--- src/rtl/clock_monitor_pkg.sv ---
// clock_monitor_pkg: shared types and constants for the clock monitor.
//   state_t    - monitor FSM states (IDLE, MEASURE, STALLED)
//   SYNC_DEPTH - number of synchronizer flops in front of edge detection
package clock_monitor_pkg;

  localparam int unsigned SYNC_DEPTH = 2;

  typedef enum logic [1:0] {
    IDLE    = 2'd0,
    MEASURE = 2'd1,
    STALLED = 2'd2
  } state_t;

endpackage

--- src/rtl/clock_monitor_if.sv ---
// clock_monitor_if: measured clock input plus measurement results.
//   clock_in      - slow clock to be measured (asynchronous)
//   rise_pulse    - one-cycle strobe per detected clock_in rising edge
//   fall_pulse    - one-cycle strobe per detected clock_in falling edge
//   period        - last measured period in system clock cycles
//   high_time     - last measured high time in system clock cycles
//   measure_valid - one-cycle strobe when period updates
//   stalled       - level, clock_in considered stopped
// master = the monitor, slave = the consumer / clock_in driver.
interface clock_monitor_if #(
  parameter int unsigned CNT_WIDTH = 32
);

  logic                 clock_in;
  logic                 rise_pulse;
  logic                 fall_pulse;
  logic [CNT_WIDTH-1:0] period;
  logic [CNT_WIDTH-1:0] high_time;
  logic                 measure_valid;
  logic                 stalled;

  modport master (
    input  clock_in,
    output rise_pulse, fall_pulse, period, high_time, measure_valid, stalled
  );

  modport slave (
    output clock_in,
    input  rise_pulse, fall_pulse, period, high_time, measure_valid, stalled
  );

endinterface

--- src/rtl/clock_monitor_sync_edge_detect.sv ---
// sync_edge_detect: synchronizes an asynchronous input into the clock domain
// and emits registered one-cycle strobes on its rising and falling edges.
//   clock    - system clock
//   reset    - synchronous, active-high reset
//   async_in - asynchronous input
//   rise     - strobe on detected rising edge
//   fall     - strobe on detected falling edge
module sync_edge_detect
  import clock_monitor_pkg::*;
(
  input  logic clock,
  input  logic reset,
  input  logic async_in,
  output logic rise,
  output logic fall
);

  logic [SYNC_DEPTH-1:0] sync_q;
  logic                  hist_q;

  // Synchronizer chain, history flop and registered edge strobes.
  always_ff @(posedge clock) begin
    if (reset) begin
      sync_q <= '0;
      hist_q <= 1'b0;
      rise   <= 1'b0;
      fall   <= 1'b0;
    end else begin
      sync_q <= {sync_q[SYNC_DEPTH-2:0], async_in};
      hist_q <= sync_q[SYNC_DEPTH-1];
      rise   <= sync_q[SYNC_DEPTH-1] & ~hist_q;
      fall   <= ~sync_q[SYNC_DEPTH-1] & hist_q;
    end
  end

endmodule

--- src/rtl/clock_monitor.sv ---
// clock_monitor: measures the period (and optionally high time) of a slow,
// asynchronous clock in system clock cycles and flags it as stalled when no
// rising edge arrives within TIMEOUT cycles.
//   clock - system clock (rising edge)
//   reset - synchronous, active-high reset
//   mon   - clock_monitor_if.master: clock_in in, measurement results out
// Parameters: CNT_WIDTH (counter/output width), TIMEOUT (stall threshold).
// Optional feature: define CLOCK_MONITOR_DUTY_EN to build high-time
// measurement; otherwise high_time is tied to zero.
module clock_monitor
  import clock_monitor_pkg::*;
#(
  parameter int unsigned CNT_WIDTH = 32,
  parameter int unsigned TIMEOUT   = 50000000
) (
  input  logic              clock,
  input  logic              reset,
  clock_monitor_if.master   mon
);

  localparam int unsigned CMP_W = (CNT_WIDTH > 32) ? CNT_WIDTH : 32;
  localparam logic [CNT_WIDTH-1:0] CNT_MAX = '1;
  localparam logic [CNT_WIDTH-1:0] CNT_ONE = CNT_WIDTH'(1);

  logic                 rise;
  logic                 fall;
  state_t               state;
  logic [CNT_WIDTH-1:0] count;
  logic [CNT_WIDTH-1:0] period_q;
  logic                 valid_q;
  logic                 stalled_q;
  logic [CNT_WIDTH-1:0] count_inc_c;
  logic                 timeout_c;

  sync_edge_detect u_sync_edge_detect (
    .clock    (clock),
    .reset    (reset),
    .async_in (mon.clock_in),
    .rise     (rise),
    .fall     (fall)
  );

  // Saturating increment and timeout compare, widened so TIMEOUT never truncates.
  assign count_inc_c = (count == CNT_MAX) ? count : count + CNT_ONE;
  assign timeout_c   = (CMP_W'(count) >= CMP_W'(TIMEOUT));

  // Monitor FSM: rise_pulse takes priority over timeout in every state.
  always_ff @(posedge clock) begin
    if (reset) begin
      state     <= IDLE;
      count     <= '0;
      period_q  <= '0;
      valid_q   <= 1'b0;
      stalled_q <= 1'b0;
    end else begin
      valid_q <= 1'b0;
      case (state)
        IDLE: begin
          if (rise) begin
            count <= CNT_ONE;
            state <= MEASURE;
          end else if (timeout_c) begin
            state     <= STALLED;
            stalled_q <= 1'b1;
          end else begin
            count <= count_inc_c;
          end
        end
        MEASURE: begin
          if (rise) begin
            period_q <= count;
            valid_q  <= 1'b1;
            count    <= CNT_ONE;
          end else if (timeout_c) begin
            state     <= STALLED;
            stalled_q <= 1'b1;
          end else begin
            count <= count_inc_c;
          end
        end
        STALLED: begin
          if (rise) begin
            count     <= CNT_ONE;
            state     <= MEASURE;
            stalled_q <= 1'b0;
          end
        end
        default: begin
          state <= IDLE;
        end
      endcase
    end
  end

`ifdef CLOCK_MONITOR_DUTY_EN
  logic [CNT_WIDTH-1:0] high_q;

  // Count since the last rise is the high time when the fall arrives.
  always_ff @(posedge clock) begin
    if (reset) begin
      high_q <= '0;
    end else if (state == MEASURE && fall) begin
      high_q <= count;
    end
  end

  assign mon.high_time = high_q;
`else
  assign mon.high_time = '0;
`endif

  assign mon.rise_pulse    = rise;
  assign mon.fall_pulse    = fall;
  assign mon.period        = period_q;
  assign mon.measure_valid = valid_q;
  assign mon.stalled       = stalled_q;

endmodule

--- src/flat_wrapper.sv ---
// flat-port wrapper written by rule: the top's interface ports become plain ports
module clock_monitor_flat import clock_monitor_pkg::*;
#(
  parameter int unsigned CNT_WIDTH = 32,
  parameter int unsigned TIMEOUT   = 50000000
)
  (clock, reset, mon_clock_in, mon_rise_pulse, mon_fall_pulse, mon_period, mon_high_time, mon_measure_valid, mon_stalled);
  clock_monitor_if #(.CNT_WIDTH(CNT_WIDTH)) mon_i ();
  input  logic clock;
  input  logic reset;
  input wire logic [$bits(mon_i.clock_in)-1:0] mon_clock_in;
  output wire logic [$bits(mon_i.rise_pulse)-1:0] mon_rise_pulse;
  output wire logic [$bits(mon_i.fall_pulse)-1:0] mon_fall_pulse;
  output wire logic [$bits(mon_i.period)-1:0] mon_period;
  output wire logic [$bits(mon_i.high_time)-1:0] mon_high_time;
  output wire logic [$bits(mon_i.measure_valid)-1:0] mon_measure_valid;
  output wire logic [$bits(mon_i.stalled)-1:0] mon_stalled;
  assign mon_i.clock_in = mon_clock_in;
  assign mon_rise_pulse = mon_i.rise_pulse;
  assign mon_fall_pulse = mon_i.fall_pulse;
  assign mon_period = mon_i.period;
  assign mon_high_time = mon_i.high_time;
  assign mon_measure_valid = mon_i.measure_valid;
  assign mon_stalled = mon_i.stalled;
  clock_monitor #(.CNT_WIDTH(CNT_WIDTH), .TIMEOUT(TIMEOUT)) u_core (.clock(clock), .reset(reset), .mon(mon_i));
endmodule
--- config.mk ---
export PLATFORM = sky130hd
export DESIGN_NAME = clock_monitor_flat
export DESIGN_NICKNAME = d
export VERILOG_FILES = /design/src/rtl/clock_monitor_pkg.sv /design/src/rtl/clock_monitor_if.sv /design/src/rtl/clock_monitor_sync_edge_detect.sv /design/src/rtl/clock_monitor.sv /design/src/flat_wrapper.sv
export SDC_FILE = /design/constraint.sdc
export NUM_CORES = 1
export LEC_CHECK = 0
export BUFFER_PORTS_ARGS = -buffer_cell sky130_fd_sc_hd__buf_2
export CAP_MARGIN = 20
export CORE_AREA = 5 5 93 117
export DETAILED_ROUTE_END_ITERATION = 10
export DIE_AREA = 0 0 98 122
export PLACE_DENSITY = 0.61
export SLEW_MARGIN = 10
export SYNTH_ARGS = -nofsm -noshare
export SYNTH_HDL_FRONTEND = slang
export SYNTH_HIERARCHICAL = 1
export SYNTH_SLANG_ARGS = --single-unit
export TNS_END_PERCENT = 1
--- constraint.sdc ---
create_clock -name clock -period 1.8 [get_ports clock]
set_input_delay 0.09 -clock clock [delete_from_list [all_inputs] [get_ports clock]]
set_output_delay 0.09 -clock clock [all_outputs]
set_load 0.1 [all_outputs]
* Yosys cells after proc, flatten, opt, wreduce, memory -nomap -nowiden
Cells that the tools add are included.
** Word-level totals
- Flip-flop bits (word level) :: 73
- Input port bits :: 3
- Output and inout port bits :: 68
- Logic and storage cells :: 48
** Operators by class
- Add/sub/neg operators :: 1
- Magnitude comparators :: 1
- Equal/unequal tests :: 9
- Muxes and demuxes :: 15
- Bitwise gates (word level) :: 5
- Reductions and logical operators :: 8
** Operators by type and width (count)
- two-way mux 32 bit :: 4
- case mux 32 bit (2 select lines) :: 1
- adder 32 x 1 -> 32 bit (second input constant) :: 1
- == test 32 bit (second input constant) :: 1
- greater-or-equal comparator 32 x 26 -> 1 bit (second input constant) :: 1
- two-way mux 2 bit :: 4
- AND reduction 4 bit :: 2
- != test 2 bit (second input constant) :: 3
- != test 3 bit (second input constant) :: 2
- case mux 2 bit (3 select lines) :: 1
- two-way mux 1 bit :: 4
- AND reduction 2 bit :: 2
- OR reduction 2 bit :: 2
- inverter 1 bit :: 3
- AND 1 bit :: 2
- == test 2 x 1 -> 1 bit (second input constant) :: 1
- == test 2 bit (second input constant) :: 1
- logical NOT 2 bit :: 1
- != test 2 x 1 -> 1 bit (second input constant) :: 1
- case mux 1 bit (2 select lines) :: 1
- nonzero test 2 bit :: 1

* Logic depth before layout (Yosys ltp)
- Depth in word-level cells :: 5
- Gate-level depth with buffers :: 6
- Mapped depth without buffers :: 6

* Hierarchy
Netlist, hierarchy kept.
** Modules (own cells, without submodules)
- clock_monitor :: times used 1, cells each 386, area an instance 3133.0 um2, sequential area each 1361.3 um2
- sync_edge_detect :: times used 1, cells each 10, area an instance 133.9 um2, sequential area each 100.1 um2

* Worst setup path after synthesis
Ideal clock, no wire load.
- Path type :: flip-flop to flip-flop
- From :: reg u_core.u_sync_edge_detect.rise
- To :: reg u_core.period_q[10] (netlist: u_core/mon.period[10])
- Arrival time :: 2116 ps
- Data required time :: 1668 ps
- Path slack :: -448 ps
- Cell stages (with the launch flop) :: 7
- Period minus slack after synthesis :: 2248 ps
- Cell sequence :: dfxtp_1 > inv_1 > or3_1 > clkbuf_1 > clkbuf_1 > nand2_1 > a21oi_1
** On the way
- Longest elaborated chain between the ends :: 1
** Ends and longest elaborated chain
- start: declaration :: line clock_monitor_sync_edge_detect.sv:14 : output logic rise,
- start signal: assignment :: line clock_monitor_sync_edge_detect.sv:31 : rise <= sync_q[SYNC_DEPTH-1] & ~hist_q;
- AND reduction 2 bit (no source line)
- end signal: assignment :: line clock_monitor.sv:71 : period_q <= count;
- end: declaration :: line clock_monitor.sv:29 : logic [CNT_WIDTH-1:0] period_q;
No other way between the ends.
A chain may end at the register's enable or synchronous reset.

* Worst setup path in the final report
- From :: reg u_core.count[30]
- To :: reg u_core.count[17]
** On the way
- Longest elaborated chain between the ends :: 3
** Ends and longest elaborated chain
- start: declaration :: line clock_monitor.sv:28 : logic [CNT_WIDTH-1:0] count;
- start signal: assignment :: line clock_monitor.sv:66 : count <= count_inc_c;
- start signal: assignment :: line clock_monitor.sv:78 : count <= count_inc_c;
- greater-or-equal comparator 32 x 26 -> 1 bit or == test 32 bit (tied branches) :: line clock_monitor.sv:45, clock_monitor.sv:44
- != test 3 bit (no source line)
- AND reduction 4 bit (no source line) *
Mark *: on every way between the ends. The rest lies on a longest branch, timed or not.

==> results by group <==
GRT
  – Initial antenna violation count: 0
  – First-pass GRT wire length: 13500 um
  – Largest net degree at the start of global routing: 39
  – Total GRT Usage: 0.140
  – Vias in the first global route: just under 3000
  – Congestion Overflow GR: 0

STA
  – Clock skew: 0.00686 ns
  – Sum Neg Setup Slack: -0.479 ns
  – Post-layout min period: 1.93 ns
  – Fmax: 519 MHz
  – Final hold violation count: 0
  – Endpoints failing setup: 6
  – Setup ws final: -0.126 ns
  – Unrepaired setup endpoints after global routing: yes
  – Slew Viols, Final: 0
  – Final Cycle Share: 1.07

Floorplan
  – Die width: 98 um
  – Initial Util: 0.333
  – Row count: 41
  – Die height: 122 um
  – Die area: between 0.01 and 0.015 mm^2
  – IO Pins: 71
  – Core area: 0.00980 mm^2

Layout
  – Layout cells sized above 1: 0.277
  – Post-route insts no fill: 627
  – Layout area overhead: 30.6%
  – Util after Layout: 0.435
  – Nets: 498
  – # diodes: 0

Yosys
  – Syn Area/Cell: 8.25 um^2
  – Synth Flop Type: dfxtp_1
  – Count leader, synth: nand2_1
  – Post-synth EDFFs: 0
  – Ranking of synthesized cells by area: dfxtp_1 45%, nand2_1 9.8%, a21oi_1 8.0%
  – Synth Register Bits: 73
  – Syn Inst Count: 396
  – Number of library cell types mapped by synthesis: 48
  – Cell area after synthesis: between 0.003 and 0.004 mm^2
  – Top cells by count, synth: 85 x nand2_1, 73 x dfxtp_1, 52 x a21oi_1, 32 x buf_4, 15 x clkbuf_1
  – Top cell type's share of synthesized area: 0.447
  – Area leader, netlist: dfxtp_1
  – Async set-reset flop share out of synthesis: 0
  – Register area share after synthesis: 0.447
  – YS warnings: 6

Route
  – Via-per-instance ratio: 4.80
  – Drt first pass iters: 4
  – Vias: 3008
  – 1st-iter DRT viols: 129
  – DRT Wirelength: 7960 um
  – Remaining routing DRC violations: 0
  – Routed WL per cell: 12.7 um
  – Antenna-violating nets left: 0

Min path
  – Worst hold path depth: 2
  – Hold crit path type: input port to flop
  – Worst hold endpoint: u_core/count[0]$_SDFFE_PP0P_
  – Critical hold path startpoint: reset

Place
  – PortBufs: 38
  – Detailed Place HPWL: 5760 um
  – Placed instance count: 610
  – Placer Congestion: approximately 0.89

Critical path
  – CP arrival: ~2.2 ns
  – Worst setup EP type: flop
  – Required @ worst endpoint: 2.07 ns
  – Worst R2R Start: u_core/count[30]$_SDFFE_PP0P_
  – Crit path kind: flop to flop
  – Startpoint Class: flop
  – Reg2reg path depth: 5
  – Setup slack, reg-to-reg: -0.13 ns
  – CP Max Fanout: 23
  – R2R Path End: u_core/count[17]$_SDFFE_PP0P_

Clock tree
  – CTS root buffer: clkbuf_16
  – CTS Buf Count: 9
  – Post-CTS Setup Repair Bufs: 0
  – Clock latency at the later pin of the worst-skew pair: 0.34 ns
  – TritonCTS clock tree: done
  – Clock-pin slew on the worst setup and hold paths: 0.06 ns
  – CTS Buffer Depth: 2
  – H-tree Lvls: 3
  – CTS Sinks: 73

Pwr
  – VDD IR-drop max: 0.441 mV
  – Tot Pwr: 3770 uW
  – Leakage: 0.00176 uW
  – Pwr dens: 885 mW/mm^2

Outcome
  – Failing checks: negative setup slack
  – Status: finished with violations

Flow run
  – Max Cap Viol: 0
[state kept, by name, summed over array words and instances (netlist names)]
| name | cells |
|---|---|
| u_core/u_sync_edge_detect/sync_q | 2 |
| u_core/mon.stalled | 1 |
| u_core/state | 2 |
| u_core/u_sync_edge_detect/hist_q | 1 |
| u_core/count | 32 |
| u_core/u_sync_edge_detect/rise | 1 |
| u_core/mon.period | 32 |
| u_core/u_sync_edge_detect/fall | 1 |
| u_core/mon.measure_valid | 1 |
[metal layers]
metal | wire [um] | part of all wire | up-vias | global-route usage
met1 | 3450 | 0.43 | 1414 | 0.155
met5 | 0 | 0 | - | 0
li1 | - | - | 1508 | -
met2 | 3910 | 0.49 | 68 | 0.240
met4 | 218 | 0.027 | 0 | 0.0814
met3 | 386 | 0.048 | 18 | 0.0372
[power breakdown]
| group | internal [uW] | total, uW | switching (uW) |
|---|---|---|---|
| sequential | 1630 | 1640 | 9.75 |
| combinational | 38.5 | 393 | 354 |
| clock | 1110 | 1750 | 639 |
[cell families (layout without fill, tap and decap cells)]
group / count (synthesis) / in the layout / synth area share
buffers and inverters: 58 / 129 / 0.106
muxes: 3 / 3 / 0.00919
AOI/OAI and AO/OA: 90 / 90 / 0.168
adders and majority gates: 2 / 2 / 0.00766
other: 1 / 32 / 0.00115
and+or+nand+nor: 169 / 169 / 0.260
DFF: 73 / 73 / 0.447
[layout make-up]
class	instances	area, um^2
Fill cell	1004	5530
Multi-Input combinational cell	296	1610
Sequential cell	73	1470
Timing Repair Buffer	106	707
Clock buffer	13	250
Tap cell	129	161
Clock inverter	3	40.0
Inverter	7	26.3
[per-stage QoR]
step | area (um^2) | setup slack [ns] | hold WS (ns)
3_5_place_dp | 3930 | -0.0937 | 0.311
2_1_floorplan | 3390 | -0.00371 | 0.156
3_3_place_gp | 3930 | -0.0626 | 0.299
4_1_cts | 4230 | -0.113 | 0.0358
6_report | 4270 | -0.126 | 0.0383
5_1_grt | 4270 | -0.200 | 0.0586
[critical path, cell delays in order (launching register included)]
cell and delay, ns:
dfxtp_2 0.33, nor4_4 0.31, nand4b_1 0.17, o221a_4 0.35
or4_1 0.55, a21oi_2 0.15
[how the worst max path moves through the flow]
stage / slack (ns) / cells after the start / end / startpoint
6_report: -0.13 / 5 / u_core/count[17]$_SDFFE_PP0P_ / u_core/count[30]$_SDFFE_PP0P_
5_1_grt: -0.20 / 5 / u_core/count[17]$_SDFFE_PP0P_ / u_core/count[30]$_SDFFE_PP0P_
4_1_cts: -0.11 / 5 / u_core/count[17]$_SDFFE_PP0P_ / u_core/count[30]$_SDFFE_PP0P_
3_5_place_dp: -0.09 / 5 / u_core/count[6]$_SDFFE_PP0P_ / u_core/count[30]$_SDFFE_PP0P_
3_3_place_gp: -0.06 / 5 / u_core/count[17]$_SDFFE_PP0P_ / u_core/count[30]$_SDFFE_PP0P_
2_1_floorplan: -0.004 / 6 / u_core/count[18]$_SDFFE_PP0P_ / u_core/count[0]$_SDFFE_PP0P_
[what timing repair did]
action | CTS | global route
hold endpoints to repair | 1 | 0
setup endpoints to repair | 8 | 28
pin swaps | 6 | 4
gates resized for setup | 2 | 8
hold buffers | 1 | 0
[layout by cell type (no fill, tap or decap), drive strengths merged, types with 2 or more instances in the layout]
cell / n
nor3: 7
o21ai: 12
nand4b: 4
a2111oi: 2
nor4: 5
nor2b: 4
nand3: 13
nand2b: 4
clkinv: 2
buf: 105
inv: 7
clkbuf: 13
a211oi: 3
dfxtp: 73
o31ai: 7
nor2: 11
mux2i: 3
or3: 8
and2: 7
and3: 2
nand2: 86
conb: 32
nor3b: 2
a31oi: 5
ha: 2
nand4: 7
or4: 8
a21oi: 52
No activity file was read; power rests on OpenSTA's default activity.
